===== src/rtl/rwc_vote_ctrl.sv =====
// Challenge sequencer and majority voter for the read-write collision generator.
// Runs REPS enable/available handshakes per challenge and publishes voted bits plus a stability mask.
module rwc_vote_ctrl #(
  parameter int unsigned REPS    = 15,
  parameter int unsigned TIMEOUT = 64,
  parameter int unsigned CW      = $clog2(REPS + 1)
) (
  input  logic        clk,
  input  logic        w_resetn,
  input  logic        start,
  input  logic [9:0]  ch_addr,
  input  logic [31:0] ch_data,
  output logic        busy,
  output logic        done,
  output logic [31:0] rsp_bits,
  output logic [31:0] rsp_stable,
  output logic        timeout_err,
  output logic        gen_enable,
  output logic [9:0]  cha_addr,
  output logic [31:0] cha_data,
  input  logic        available,
  input  logic [31:0] rsp_write,
  input  logic [31:0] rsp_clean
);

  localparam int unsigned   WW        = $clog2(TIMEOUT + 1);
  localparam logic [CW-1:0] REPS_C    = CW'(REPS);
  localparam logic [CW-1:0] HALF_C    = CW'(REPS / 2);
  localparam logic [7:0]    LAST_REP  = 8'(REPS - 1);
  localparam logic [WW-1:0] WAIT_LAST = WW'(TIMEOUT - 1);

  typedef enum logic [2:0] {
    IDLE,
    LAUNCH,
    WAIT_LO,
    WAIT_HI,
    ACCUM,
    FINISH
  } state_t;

  state_t        state, state_d;
  logic [CW-1:0] cnt [32];
  logic [7:0]    rep_cnt;
  logic [WW-1:0] wait_cnt;
  logic [31:0]   raw;

  logic accept;
  logic fire;
  logic wait_clr;
  logic tmo;

  // XOR with the post-clear read cancels stuck or uncleared cells
  assign raw = rsp_write ^ rsp_clean;

  always_comb begin
    state_d  = state;
    accept   = 1'b0;
    fire     = 1'b0;
    wait_clr = 1'b0;
    tmo      = 1'b0;
    case (state)
      IDLE: begin
        // busy is still high during the done cycle, so a start there is dropped
        if (start && !busy) begin
          accept  = 1'b1;
          state_d = LAUNCH;
        end
      end
      LAUNCH: begin
        if (available) begin
          fire     = 1'b1;
          wait_clr = 1'b1;
          state_d  = WAIT_LO;
        end
      end
      WAIT_LO: begin
        if (!available) begin
          wait_clr = 1'b1;
          state_d  = WAIT_HI;
        end else if (wait_cnt == WAIT_LAST) begin
          tmo     = 1'b1;
          state_d = FINISH;
        end
      end
      WAIT_HI: begin
        if (available) begin
          state_d = ACCUM;
        end else if (wait_cnt == WAIT_LAST) begin
          tmo     = 1'b1;
          state_d = FINISH;
        end
      end
      ACCUM: begin
        state_d = (rep_cnt == LAST_REP) ? FINISH : LAUNCH;
      end
      FINISH: begin
        state_d = IDLE;
      end
      default: begin
        state_d = IDLE;
      end
    endcase
  end

  always_ff @(posedge clk) begin
    if (!w_resetn) begin
      state       <= IDLE;
      busy        <= 1'b0;
      done        <= 1'b0;
      gen_enable  <= 1'b0;
      timeout_err <= 1'b0;
      rsp_bits    <= '0;
      rsp_stable  <= '0;
      cha_addr    <= '0;
      cha_data    <= '0;
      rep_cnt     <= '0;
      wait_cnt    <= '0;
      for (int unsigned i = 0; i < 32; i++) begin
        cnt[i] <= '0;
      end
    end else begin
      state      <= state_d;
      gen_enable <= fire;
      done       <= (state == FINISH);
      busy       <= accept | (busy & ~done);

      if (accept) begin
        cha_addr    <= ch_addr;
        cha_data    <= ch_data;
        rep_cnt     <= '0;
        timeout_err <= 1'b0;
        for (int unsigned i = 0; i < 32; i++) begin
          cnt[i] <= '0;
        end
      end

      if (wait_clr) begin
        wait_cnt <= '0;
      end else if ((state == WAIT_LO) || (state == WAIT_HI)) begin
        wait_cnt <= wait_cnt + 1'b1;
      end

      if (tmo) begin
        timeout_err <= 1'b1;
      end

      if (state == ACCUM) begin
        rep_cnt <= rep_cnt + 8'd1;
        for (int unsigned i = 0; i < 32; i++) begin
          if (raw[i] && (cnt[i] != REPS_C)) begin
            cnt[i] <= cnt[i] + 1'b1;
          end
        end
      end

      if (state == FINISH) begin
        for (int unsigned i = 0; i < 32; i++) begin
          if (timeout_err) begin
            rsp_bits[i]   <= 1'b0;
            rsp_stable[i] <= 1'b0;
          end else begin
            rsp_bits[i]   <= (cnt[i] > HALF_C);
            rsp_stable[i] <= (cnt[i] == '0) || (cnt[i] == REPS_C);
          end
        end
      end
    end
  end

endmodule

===== config.mk =====
export PLATFORM = sky130hd
export DESIGN_NAME = rwc_vote_ctrl
export DESIGN_NICKNAME = d
export VERILOG_FILES = /design/src/rtl/rwc_vote_ctrl.sv
export SDC_FILE = /design/constraint.sdc
export NUM_CORES = 1
export LEC_CHECK = 0
export ABC_AREA = 1
export CAP_MARGIN = 20
export CORE_MARGIN = 3
export CORE_UTILIZATION = 53
export DETAILED_ROUTE_END_ITERATION = 10
export PLACE_DENSITY = 0.79
export SYNTH_ARGS = -nofsm -noshare
export SYNTH_HDL_FRONTEND = slang
export SYNTH_SLANG_ARGS = --single-unit

===== constraint.sdc =====
create_clock -name clk -period 1.8 [get_ports clk]
set_input_delay 0.36 -clock clk [delete_from_list [all_inputs] [get_ports clk]]
set_output_delay 0.36 -clock clk [all_outputs]
set_load 0.02 [all_outputs]

==> results.txt, run 1 <==
Hold EP: rep_cnt[5]
Crit path max-delay family: flip-flops
DIE HEIGHT: 157.8 µm
Critical Path End Type: primary output
Routed via count: 10130
Clock root cell: clkbuf_16
Dpl cell area: 14960 µm²
Starting density of the core: 54.93%
M2 GR Usage: 38.35%
Hold_sp: w_resetn
Nets: 1862
Commonest non-fill, non-tap cells in the layout: nand2_1, nor2_1, dfxtp_1
Cell Rows: 54
M3 GR Usage: 4.183%
Area leader, netlist: edfxtp_1
Vias in the first global route: 9794
Drt total wl: 28290 µm
Clk sinks: 256
Worst hold path stage count: 4
R2R Setup Slk: 0.11 ns
First-pass DRT Iterations: 5
IR drop worst, VDD: 0.6622 mV
Mapped cell area: 12210 µm²
Hold/Removal Path Class: input pin to flip-flop
Net switching share of the total power: 27.85%
Max-cap violations: 0
Worst Path Buf+Inv: 1
Power density cells: 979.6 nW/µm²
Post-synthesis sequential area ratio: 52.14%
Crit path from: timeout_err
CP required: 1.44 ns
Internal power: 11.14 mW
Setup ws final: 0.08657 ns
Residual DRC: 0
Clk_skew: 0.03015 ns
Max Freq: 0.5836 GHz
CORE AREA: 22230 µm²
Reg clk slew, reported paths: 0.07 ns
Crit path cell chain: dlygate4sd2_1
Share of power burned in combinational logic: 15.6%
CTS tree: built
Later-pin clock latency in the skew report: 0.56 ns
Worst Max-Slew Pin Slew: 0.5487 ns
Area share of the largest cell type after synthesis: 30.49%
Total grt overflow: 0
Outcome: completed
Port bufs: 219
Count of different cell masters after synthesis: 29
First-pass GRT wire length: 45480 µm
Die width: 157.8 µm
Diodes inserted: 0
RSZ-0062 raised after global routing: no
Instance count of the mapped netlist: 1437
Clk buf depth: 3
Clock power share: 37.5%
Initial antenna violation count: 1
Worst slew margin: 63.03%
GR peak layer: met2
LEAKAGE: 7.047 nW
CTS H-tree lvls: 1
All-Layer GR Usage: 22.00%
Synthesized area per cell: 8.497 µm²
WS Path Type: flip-flop to primary output
Yosys warns: 0
Num CTS Buffers: 28
I/O Pins: 220
Die area: 24900 µm²
Ranking of synthesized cells by area: edfxtp_1, dfxtp_1, nand2_1, ha_1, nor2_1
Sequential power share: 46.9%
Largest net degree at the start of global routing: 73
GP Congestion: 0.8347
Design area: 15770 µm²
Flops & latches, synth: 256
R2R Path Start: cnt[1][24]
Initial DRC count: 541
DP HPWL: 19520 µm
CP max FO: 3
Commonest non-fill, non-tap cell in the layout: nand2_1
Switch Pwr: 4.302 mW
Reg2Reg Depth: 4
Tcrit/Tclk final: 95.19%
CP startpoint kind: flip-flop
Detail Route Antenna Nets: 0
Setup violations, final: 0
Post-synth net total: 1614
Pre-CTS WS: -0.1451 ns
Share of cells above drive strength 1: 5.858%
Post-CTS Setup Bufs: 0
Crit path time final: 1.713 ns
Hold WS: 0.3084 ns
Cts hold-fix bufs: 0
Syn-to-layout area delta: 29.13%
Largest stage delay, worst path: 0.42 ns
Via/cell ratio: 5.099
GR Util met1: 27.95%
CP arrival: 1.35 ns
Worst R2R End: cnt[1][24]
CP max-delay cell: dfxtp_1
Hold Vio Cnt, Final: 0
Wirelength per Cell: 14.24 µm
Max-slew violations: 0
-- repair_timing --
item | in CTS | in global routing
cloned | 0 | 0
endpoints found under the setup margin | 128 | 25
gates resized for setup | 112 | 6
-- cell families after synthesis --
kind of cell | Yosys count | synth area share, %
compound gates | 105 | 4.355
buf+inv | 175 | 5.892
fa+ha+maj | 67 | 6.865
simple gates | 753 | 24.94
flops | 256 | 52.14
xor+xnor | 81 | 5.810
-- registers in the layout (all words and copies together) (netlist names) --
signal / cells
rep_cnt: 8
timeout_err: 1
wait_cnt: 7
cha_data: 32
state: 3
busy: 1
cha_addr: 10
rsp_bits: 32
cnt: 128
done: 1
gen_enable: 1
rsp_stable: 32
-- how the worst max path moves through the flow --
stage,end,depth (start not counted),slack [ns]
after floorplan,cnt[1][16],6,0.17
after global placement,cnt[1][39],6,-0.11
after detailed placement,cnt[1][51],6,-0.15
after CTS,cnt[1][10],4,0.06
after global routing,cnt[1][61],4,0.02
final,timeout_err,1,0.09
-- synthesized netlist by cell type (all sizes together) --
cell type,n
clkbuf,8
nand3,66
o21ai,24
a21oi,78
a2bb2oi,1
ha,67
buf,33
o22ai,1
edfxtp,124
nand2,441
a31oi,1
nor3b,2
xor2,52
dfxtp,132
nor2,200
inv,134
nand4,22
or2,1
xnor2,29
nor3,21
-- final cells by class --
cell class / instances / area, µm²
clock buffers: 35 / 737.0
clock inverters: 17 / 206.4
fillers: 1722 / 6461
inverters: 134 / 508.0
multi-input cells: 1006 / 5137
flip-flops and latches: 256 / 6366
well taps: 280 / 350.3
repair buffers: 259 / 2462
-- power groups by stage --
stage / Sequential (mW) / Clock (mW) / Combinational (mW)
CTS: 7.24 / 5.87 / 2.43
detailed placement: 7.36 / 0 / 2.50
finish: 7.24 / 5.79 / 2.41
floorplan: 7.45 / 0 / 1.28
global placement: 7.34 / 0 / 2.43
global route: 7.33 / 6.10 / 2.70
-- layer usage --
layer / share of wire, % / wire length (µm) / vias up
met1: 42 / 11990 / 4654
met3: 7.0 / 1994 / 62
met4: 2.4 / 674 / 2
met2: 48 / 13620 / 318
met5: 0.032 / 9 / -
li1: - / - / 5096
-- through the flow --
stage / TNS [ns] / total power [mW] / cells / util, %
3_5_place_dp: -11.33 / 9.859 / 1935 / 67.29
4_1_cts: 0 / 15.54 / 1987 / 70.92
2_1_floorplan: 0 / 8.730 / 1437 / -
3_3_place_gp: -8.474 / 9.761 / 1935 / 67.29
5_1_grt: 0 / 16.13 / 1987 / 70.93
6_report: 0 / 15.45 / 1987 / 70.93
(Power assumes the default switching activity.)
==> run 2, diff against run 1 <==
--- a/config.mk
+++ b/config.mk
@@ -6,7 +6,6 @@
 export NUM_CORES = 1
 export LEC_CHECK = 0
 export ABC_AREA = 1
-export CAP_MARGIN = 20
 export CORE_MARGIN = 3
 export CORE_UTILIZATION = 53
 export DETAILED_ROUTE_END_ITERATION = 10
==> results of run 2 <==
No change in the layout: final DEF, timing and power equal those of run 1.
